==> config.mk <==
export PLATFORM = sky130hd
export DESIGN_NAME = shift_seq
export DESIGN_NICKNAME = d
export VERILOG_FILES = /design/src/rtl/shift_seq.sv
export SDC_FILE = /design/constraint.sdc
export NUM_CORES = 1
export LEC_CHECK = 0
export ABC_CLOCK_PERIOD_IN_PS = 1990
export CAP_MARGIN = 20
export CORE_MARGIN = 10
export CORE_UTILIZATION = 45
export CTS_CLUSTER_DIAMETER = 30
export DETAILED_ROUTE_END_ITERATION = 6
export GPL_ROUTABILITY_DRIVEN = 0
export PLACE_DENSITY = 0.83
export SLEW_MARGIN = 20
export SYNTH_ARGS = -nofsm -noshare
export SYNTH_HDL_FRONTEND = slang
export SYNTH_SLANG_ARGS = --single-unit
==> constraint.sdc <==
create_clock -name clk -period 1.99 [get_ports clk]
set_input_delay 0.199 -clock clk [delete_from_list [all_inputs] [get_ports clk]]
set_output_delay 0.199 -clock clk [all_outputs]
set_load 0.01 [all_outputs]
==> src/rtl/shift_seq.sv <==
// -----------------------------------------------------------------------------
// shift_seq -- multi-cycle 32-bit barrel-shift replacement.
//
// Accepts one shift/rotate request while idle, then shifts an accumulator by
// one bit per clock until the requested amount is consumed. A one-cycle done
// pulse marks completion; result keeps the final value until the next
// accepted request.
//
// Ports:
//   clk      in   1   clock, all state changes on the rising edge
//   reset    in   1   synchronous, active-high reset
//   start    in   1   request a shift (only honoured while idle)
//   op       in   2   00 SLL, 01 SRL, 10 SRA, 11 ROR
//   shamt    in   5   shift amount 0..31
//   data_in  in  32   operand
//   busy     out  1   high in SHIFT and DONE
//   done     out  1   one-cycle completion pulse
//   result   out 32   accumulator contents
//
// Handshake: start is a request qualified by busy=0. A start seen while
// busy=1 (including the DONE cycle) is dropped, never queued. done is a
// single-cycle strobe; result is valid with done and held afterwards.
// -----------------------------------------------------------------------------
module shift_seq (
    input  logic        clk,
    input  logic        reset,
    input  logic        start,
    input  logic [1:0]  op,
    input  logic [4:0]  shamt,
    input  logic [31:0] data_in,
    output logic        busy,
    output logic        done,
    output logic [31:0] result
);

    typedef enum logic [1:0] {
        ST_IDLE  = 2'd0,
        ST_SHIFT = 2'd1,
        ST_DONE  = 2'd2
    } state_e;

    localparam logic [1:0] OP_SLL = 2'b00;
    localparam logic [1:0] OP_SRL = 2'b01;
    localparam logic [1:0] OP_SRA = 2'b10;
    localparam logic [1:0] OP_ROR = 2'b11;

    // state_q is left as a named internal signal so checkers can bind to it.
    state_e      state_q, state_d;
    logic [31:0] acc_q,   acc_d;
    logic [4:0]  cnt_q,   cnt_d;
    logic [1:0]  op_q,    op_d;

    // One-bit step of the latched operation.
    logic [31:0] acc_step;

    always_comb begin
        acc_step = acc_q;
        case (op_q)
            OP_SLL:  acc_step = {acc_q[30:0], 1'b0};
            OP_SRL:  acc_step = {1'b0, acc_q[31:1]};
            OP_SRA:  acc_step = {acc_q[31], acc_q[31:1]};
            OP_ROR:  acc_step = {acc_q[0], acc_q[31:1]};
            default: acc_step = acc_q;
        endcase
    end

    always_comb begin
        state_d = state_q;
        acc_d   = acc_q;
        cnt_d   = cnt_q;
        op_d    = op_q;
        case (state_q)
            ST_IDLE: begin
                if (start) begin
                    acc_d   = data_in;
                    cnt_d   = shamt;
                    op_d    = op;
                    state_d = (shamt == 5'd0) ? ST_DONE : ST_SHIFT;
                end
            end
            ST_SHIFT: begin
                acc_d = acc_step;
                // Saturating decrement: count never wraps below zero.
                if (cnt_q != 5'd0) begin
                    cnt_d = cnt_q - 5'd1;
                end
                // The edge that sees count==1 performs the last shift.
                if (cnt_q <= 5'd1) begin
                    state_d = ST_DONE;
                end
            end
            ST_DONE: begin
                state_d = ST_IDLE;
            end
            default: begin
                state_d = ST_IDLE;
            end
        endcase
    end

    always_ff @(posedge clk) begin
        if (reset) begin
            state_q <= ST_IDLE;
            acc_q   <= 32'h0000_0000;
            cnt_q   <= 5'd0;
            op_q    <= 2'b00;
        end else begin
            state_q <= state_d;
            acc_q   <= acc_d;
            cnt_q   <= cnt_d;
            op_q    <= op_d;
        end
    end

    // Outputs come straight from registers: no path from start to done.
    assign busy   = (state_q != ST_IDLE);
    assign done   = (state_q == ST_DONE);
    assign result = acc_q;

endmodule

==> out/results.ini, run 1 <==
[critical_path]
r2r_slack_ns=0.29
slowest_delay_ns=0.48
cp_num_buf_inv=2
critical_path_class=flip-flop to output port
r2r_start=cnt_q[0]
path_max_fanout=6
ff2ff_path_depth=6
end_kind=output port
regToRegEndpoint=cnt_q[1]
cp.arrival_ns=1.59
required_ns=1.79
critPathLaunchType=flip-flop
crit_family=buffers and inverters
slowest_stage=clkdlybuf4s50_1
path_cells=buf_4 -> or2_2 -> clkdlybuf4s50_1

[synth]
synth_warnings=0
syn_nets=292
netlist_area_sq_um=2207
syn_inst=248
yosysTopAreaCellShare_pct=37.19
synth.avg_cell_area_sq_um=8.900
ys_ff_latch=41
synth_commonest_cells=41 x dfxtp_1, 40 x nor2_1, 35 x nor3_1
yosys-top-cells-area=dfxtp_1 37%, mux2_2 15%, a221oi_1 12%
yosysTopAreaCell=dfxtp_1
synth.most_common_cell=dfxtp_1
yosysSeqAreaShare_pct=37.19
synth_ff_type=dfxtp_1
synth-async-reset-ratio_pct=0
synth.distinct_cells=35
synth-edff-count=0

[clocking]
clk_latency_ns=0.29
cts.htree.levels=2
clock_sinks=41
cts_tree=yes
root_buffer=clkbuf_8
cts-hold-fix-buffers=0
cts.clk_slew.worst_paths_ns=0.08
clock_path_buffers=2
cts_buffers=5
post_cts_buffers=0
ctsResizeCount=0

[layout]
final_nets=366
drive_gt1_share_pct=18.58
syn2layout_area_growth_pct=42.52
fill_cells=403
diodes=0

[placement]
dp_hpwl_mm=4.977
numPortBuffers=75

[pwr]
pwr-share-clk_pct=20.5
power_frac_seq_pct=40.5
pwr-share-comb_pct=39.0
internal_power_mw=1.738
p_leak_nw=1.203
swShare_pct=33.58
power.total_mw=2.617
vdd_drop_max_mv=0.4565
p_switching_uw=878.8
powerDensity_nw_per_um2=831.9

[global_routing]
busiest_layer=met2
grt_max_degree=27
grt_pass1_vias=2246
grt_use_met2_pct=27.12
use_met3_pct=5.237
grt_use_met1_pct=18.52
grt-ovfl-total=0
antenna_found_initial=0
grt_use_total_pct=15.90
grt_pass1_wl_mm=11.03

[job]
cap_violations=0

[sta]
setup_viol=0
rsz0062_at_grt=no
timing_hold_violations_final=0
max_slew.worst_pin.slew_ns=0.6941
setup_tns_ns=0
slew-limit-headroom_pct=53.58
period_minus_slack_ns=1.793
fin_crit_sh_pct=90.10
hold_slack_ns=0.4887
finClkSkew_ns=0.005760
finalMaxSlewViolations=0
fmax_mhz=557.7

[drt]
antenna_left=0
wl_per_cell_microns=17.37
routed_wl_mm=6.776
drtIter0Drc=186
via_per_inst=5.744
vias=2240
firstDrtPassIters=4
drc=0

[outcome]
status=complete, no violations

[floorplan]
die_w_microns=90.04
die_area_sq_um=8106
core.rowCount=25
core_area_sq_um=4723
die_h_microns=90.04
start_util_pct=46.73
ios=76

[worst_hold_path]
min-delay-start=result[31]
holdPathStages=2
hold_path_class=flip-flop to flip-flop
min_to=result[31]

logic make-up after synthesis:
group	synth area share (%)
mux	16.67
simple gates	20.18
buf+inv	5.159
flops	37.19
compound gates	19.67
fa+ha+maj	1.134
flip-flops by register name, indices dropped and copies added (netlist names):
signal / flops
cnt_q: 5
op_q: 2
result: 32
state_q: 2
metal layers:
metal  part of all wire, %  routed length (microns)
met5                     0                        0
met4                  0.99                       67
met3                   7.1                      480
met1                    43                     2908
met2                    49                     3320
placed cells by master, fill, tap and decap left out, types with 3 or more instances in the layout:
cell,Yosys,routed
clkbuf_8,0,5
inv_1,3,3
mux2_2,30,30
nor2_1,40,39
buf_4,1,13
clkdlybuf4s50_1,0,75
mux2i_1,3,3
dfxtp_1,41,41
nand2_1,4,4
a221oi_1,31,31
o21ai_0,6,6
a21oi_1,7,7
nor3_1,35,35
power groups by stage:
stage,registers [mW],clock network [mW],logic [mW]
3_5_place_dp,1.07,0,1.02
5_1_grt,1.08,0.565,1.11
6_report,1.06,0.535,1.02
2_1_floorplan,1.08,0,0.567
3_3_place_gp,1.07,0,1.00
4_1_cts,1.06,0.540,1.03
tightest hold or removal path, stage by stage, from the launching register on:
cell     delay (ns)
dfxtp_1        0.33
nand2_1        0.06
a21oi_1        0.06
per-stage QoR:
stage,utilization (%),instances,worst slack [ns],area (sq um)
after floorplan,-,248,0.4505,2207
after global placement,64.85,382,0.3210,3063
after detailed placement,64.85,382,0.2878,3063
after global routing,66.60,390,0.1414,3146
final,66.60,390,0.1970,3146
after CTS,66.60,390,0.1859,3146
layout make-up:
type | count | area (sq um) | share of cell area (%)
clock buffer | 6 | 72.57 | 2.307
clock inverter | 2 | 10.01 | 0.3182
inverter | 3 | 11.26 | 0.3580
multi-input combinational | 182 | 1279 | 40.65
sequential | 41 | 820.8 | 26.09
tap | 67 | 83.83 | 2.665
timing repair buffer | 89 | 868.3 | 27.61
worst max-delay path by stage:
| stage | from | to | depth (start not counted) |
|---|---|---|---|
| final | state_q[0] | busy | 3 |
| after global routing | state_q[0] | busy | 3 |
| after CTS | state_q[0] | busy | 3 |
| after detailed placement | start | cnt_q[1] | 6 |
| after global placement | start | cnt_q[1] | 6 |
| after floorplan | cnt_q[0] | cnt_q[1] | 6 |
Power figures use the tool's default switching activity.
==> run 2: changes to the inputs <==
TNS_END_PERCENT = 1   (was default)
==> results of run 2 <==
Same layout as run 1: the final DEF is identical, and so are final timing and power.
==> run 3: changes to the inputs <==
CORE_ASPECT_RATIO = 1.25   (was default)
==> run 3 against run 2 <==
Against the previous run: clock-buffer cell count rose by 1; global-route usage rose by 0.68 points; hold slack improved by 0.0036 ns.
==> out/results.ini, run 3 (synthesis results as in run 1) <==
[placement]
pre_cts_ws_ns=0.1869  ; -0.1009 ns
dp_hpwl_mm=4.786  ; -3.8%
numPortBuffers=75  ; unchanged
place_inst=370  ; -3.1%

[critical_path]
critical_path_class=flip-flop to output port
cp-endpoint=busy
crit_cells=2  ; -1
path_max_fanout=10  ; +4
end_kind=output port
crit_start=state_q[0]
r2r_start=cnt_q[0]
slowest_stage=dfxtp_1
cp_num_buf_inv=1  ; -1
cp.arrival_ns=1.56  ; -0.03 ns
regToRegEndpoint=cnt_q[3]
ff2ff_path_depth=6  ; unchanged
crit_family=flip-flops
slowest_delay_ns=0.56  ; +0.08 ns
critPathLaunchType=flip-flop
path_cells=or2_2 -> clkdlybuf4s50_1
r2r_slack_ns=0.27  ; -0.02 ns
required_ns=1.79  ; about the same

[global_routing]
grt_use_total_pct=16.58  ; +0.68 points
grt_max_degree=43  ; +59%
grt_pass1_wl_mm=11.11  ; +0.69%
grt-ovfl-total=0  ; unchanged
grt_pass1_vias=2249  ; +0.13%
antenna_found_initial=0  ; unchanged

[floorplan]
core.rowCount=28  ; +12%
die_w_microns=82.64  ; -8.2%
ios=76  ; unchanged
die_h_microns=98.30  ; +9.2%
start_util_pct=46.67  ; -0.062 points
die_area_sq_um=8124  ; +0.21%
core_area_sq_um=4730  ; +0.13%

[clocking]
cts.clk_slew.worst_paths_ns=0.07  ; about the same
ctsResizeCount=0  ; unchanged
cts-hold-fix-buffers=0  ; unchanged
cts.htree.levels=2  ; unchanged
clock_path_buffers=2  ; unchanged
cts_buffers=5  ; unchanged
root_buffer=clkbuf_8
clk_latency_ns=0.29  ; about the same
post_cts_buffers=0  ; unchanged
clock_sinks=41  ; unchanged
cts_tree=yes

[sta]
fmax_mhz=567.9  ; +1.8%
rsz0062_at_grt=no
timing_hold_violations_final=0  ; unchanged
period_minus_slack_ns=1.761  ; -0.03220 ns
setup_viol=0  ; unchanged
setup_tns_ns=0  ; unchanged
finalWorstSetupSlack_ns=0.2292  ; +0.03221 ns
fin_crit_sh_pct=88.48  ; -1.6 points
slew-limit-headroom_pct=65.17  ; +12 points
finalMaxSlewViolations=0  ; unchanged
max_slew.worst_pin.slew_ns=0.5219  ; -0.1722 ns
finClkSkew_ns=0.002357  ; -0.003403 ns

[pwr]
power.total_mw=2.632  ; +0.59%
p_switching_uw=867.2  ; -1.3%
power_frac_seq_pct=40.6  ; about the same
powerDensity_nw_per_um2=841.5  ; +1.2%
p_leak_nw=1.185  ; -1.5%
pwr-share-comb_pct=38.5  ; -0.5 points
vdd_drop_max_mv=0.5603  ; +23%
swShare_pct=32.94  ; -0.64 points
pwr-share-clk_pct=20.9  ; +0.4 points
internal_power_mw=1.765  ; +1.6%

[layout]
fill_cells=424  ; +5.2%
drive_gt1_share_pct=17.03  ; -1.5 points
largest_reg_flops=32  ; unchanged
multi_input_area_sq_um=1279  ; unchanged
diodes=0  ; unchanged
stdcell_count=377  ; -3.3%
finish.utilization_pct=66.14  ; -0.46 points
final_nets=361  ; -1.4%
syn2layout_area_growth_pct=41.72
final_cell_mix=75 x clkdlybuf4s50_1, 41 x dfxtp_1, 39 x nor2_1
mostFrequentLayoutCell=clkdlybuf4s50_1
seq_area_sq_um=820.8  ; unchanged

[drt]
routed_wl_mm=6.825  ; +0.72%
drtIter0Drc=177  ; -4.8%
drc=0  ; unchanged
wl_per_cell_microns=18.10  ; +4.2%
antenna_left=0  ; unchanged
vias=2252  ; +0.54%
firstDrtPassIters=4  ; unchanged
via_per_inst=5.973  ; +4.0%

[outcome]
status=complete, no violations

[worst_hold_path]
hold_path_class=flip-flop to flip-flop

[job]
cap_violations=0  ; unchanged

-- run 3: cell count changes in the layout (fill, tap and decap cells not counted) --
| cell | delta |
|---|---|
| buf_12 | +2 |
| clkbuf_8 | +1 |
| buf_4 | -7 |
| clkinv_2 | -2 |
-- run 3: per-stage QoR --
stage                     instance area [sq um]  hold slack [ns]
after floorplan                            2207           0.3462
after global placement                     3042           0.4760
after detailed placement                   3042           0.4782
after CTS                                  3128           0.4928
after global routing                       3128           0.5291
final                                      3128           0.4922
-- run 3: layer usage --
layer / part of all wire, % / global-route usage [%]
met5: 0 / 0
met2: 49 / 26.19
met3: 10 / 7.248
met4: 1.2 / 5.161
met1: 40 / 19.43
-- run 3: power groups by stage --
stage          logic, mW  clock network, mW  registers (mW)
6_report            1.01              0.549            1.07
5_1_grt             1.11              0.592            1.08
4_1_cts             1.02              0.565            1.07
3_5_place_dp        1.01                  0            1.08
3_3_place_gp       0.989                  0            1.08
2_1_floorplan      0.567                  0            1.08
-- run 3: layout make-up --
class | instances | share of cell area, %
inverters | 3 | 0.3600
multi-input cells | 182 | 40.88
flip-flops and latches | 41 | 26.24
well taps | 60 | 2.400
repair buffers | 84 | 27.36
clock buffers | 7 | 2.760
-- run 3: worst register-to-register path, cell delays in order (launching register included) --
cell and delay, ns:
dfxtp_1 0.36, inv_1 0.07, ha_1 0.21, or4b_4 0.53, a21oi_4 0.22, o21ai_1 0.11
a21oi_1 0.14
-- run 3: worst min-delay path by stage --
stage,from,endpoint,slack [ns],cells past startpoint
after global routing,cnt_q[1],cnt_q[1],0.53,2
after global placement,result[31],result[31],0.48,2
after CTS,result[31],result[31],0.49,2
after floorplan,op[0],op_q[0],0.35,2
final,result[31],result[31],0.49,2
after detailed placement,result[31],result[31],0.48,2
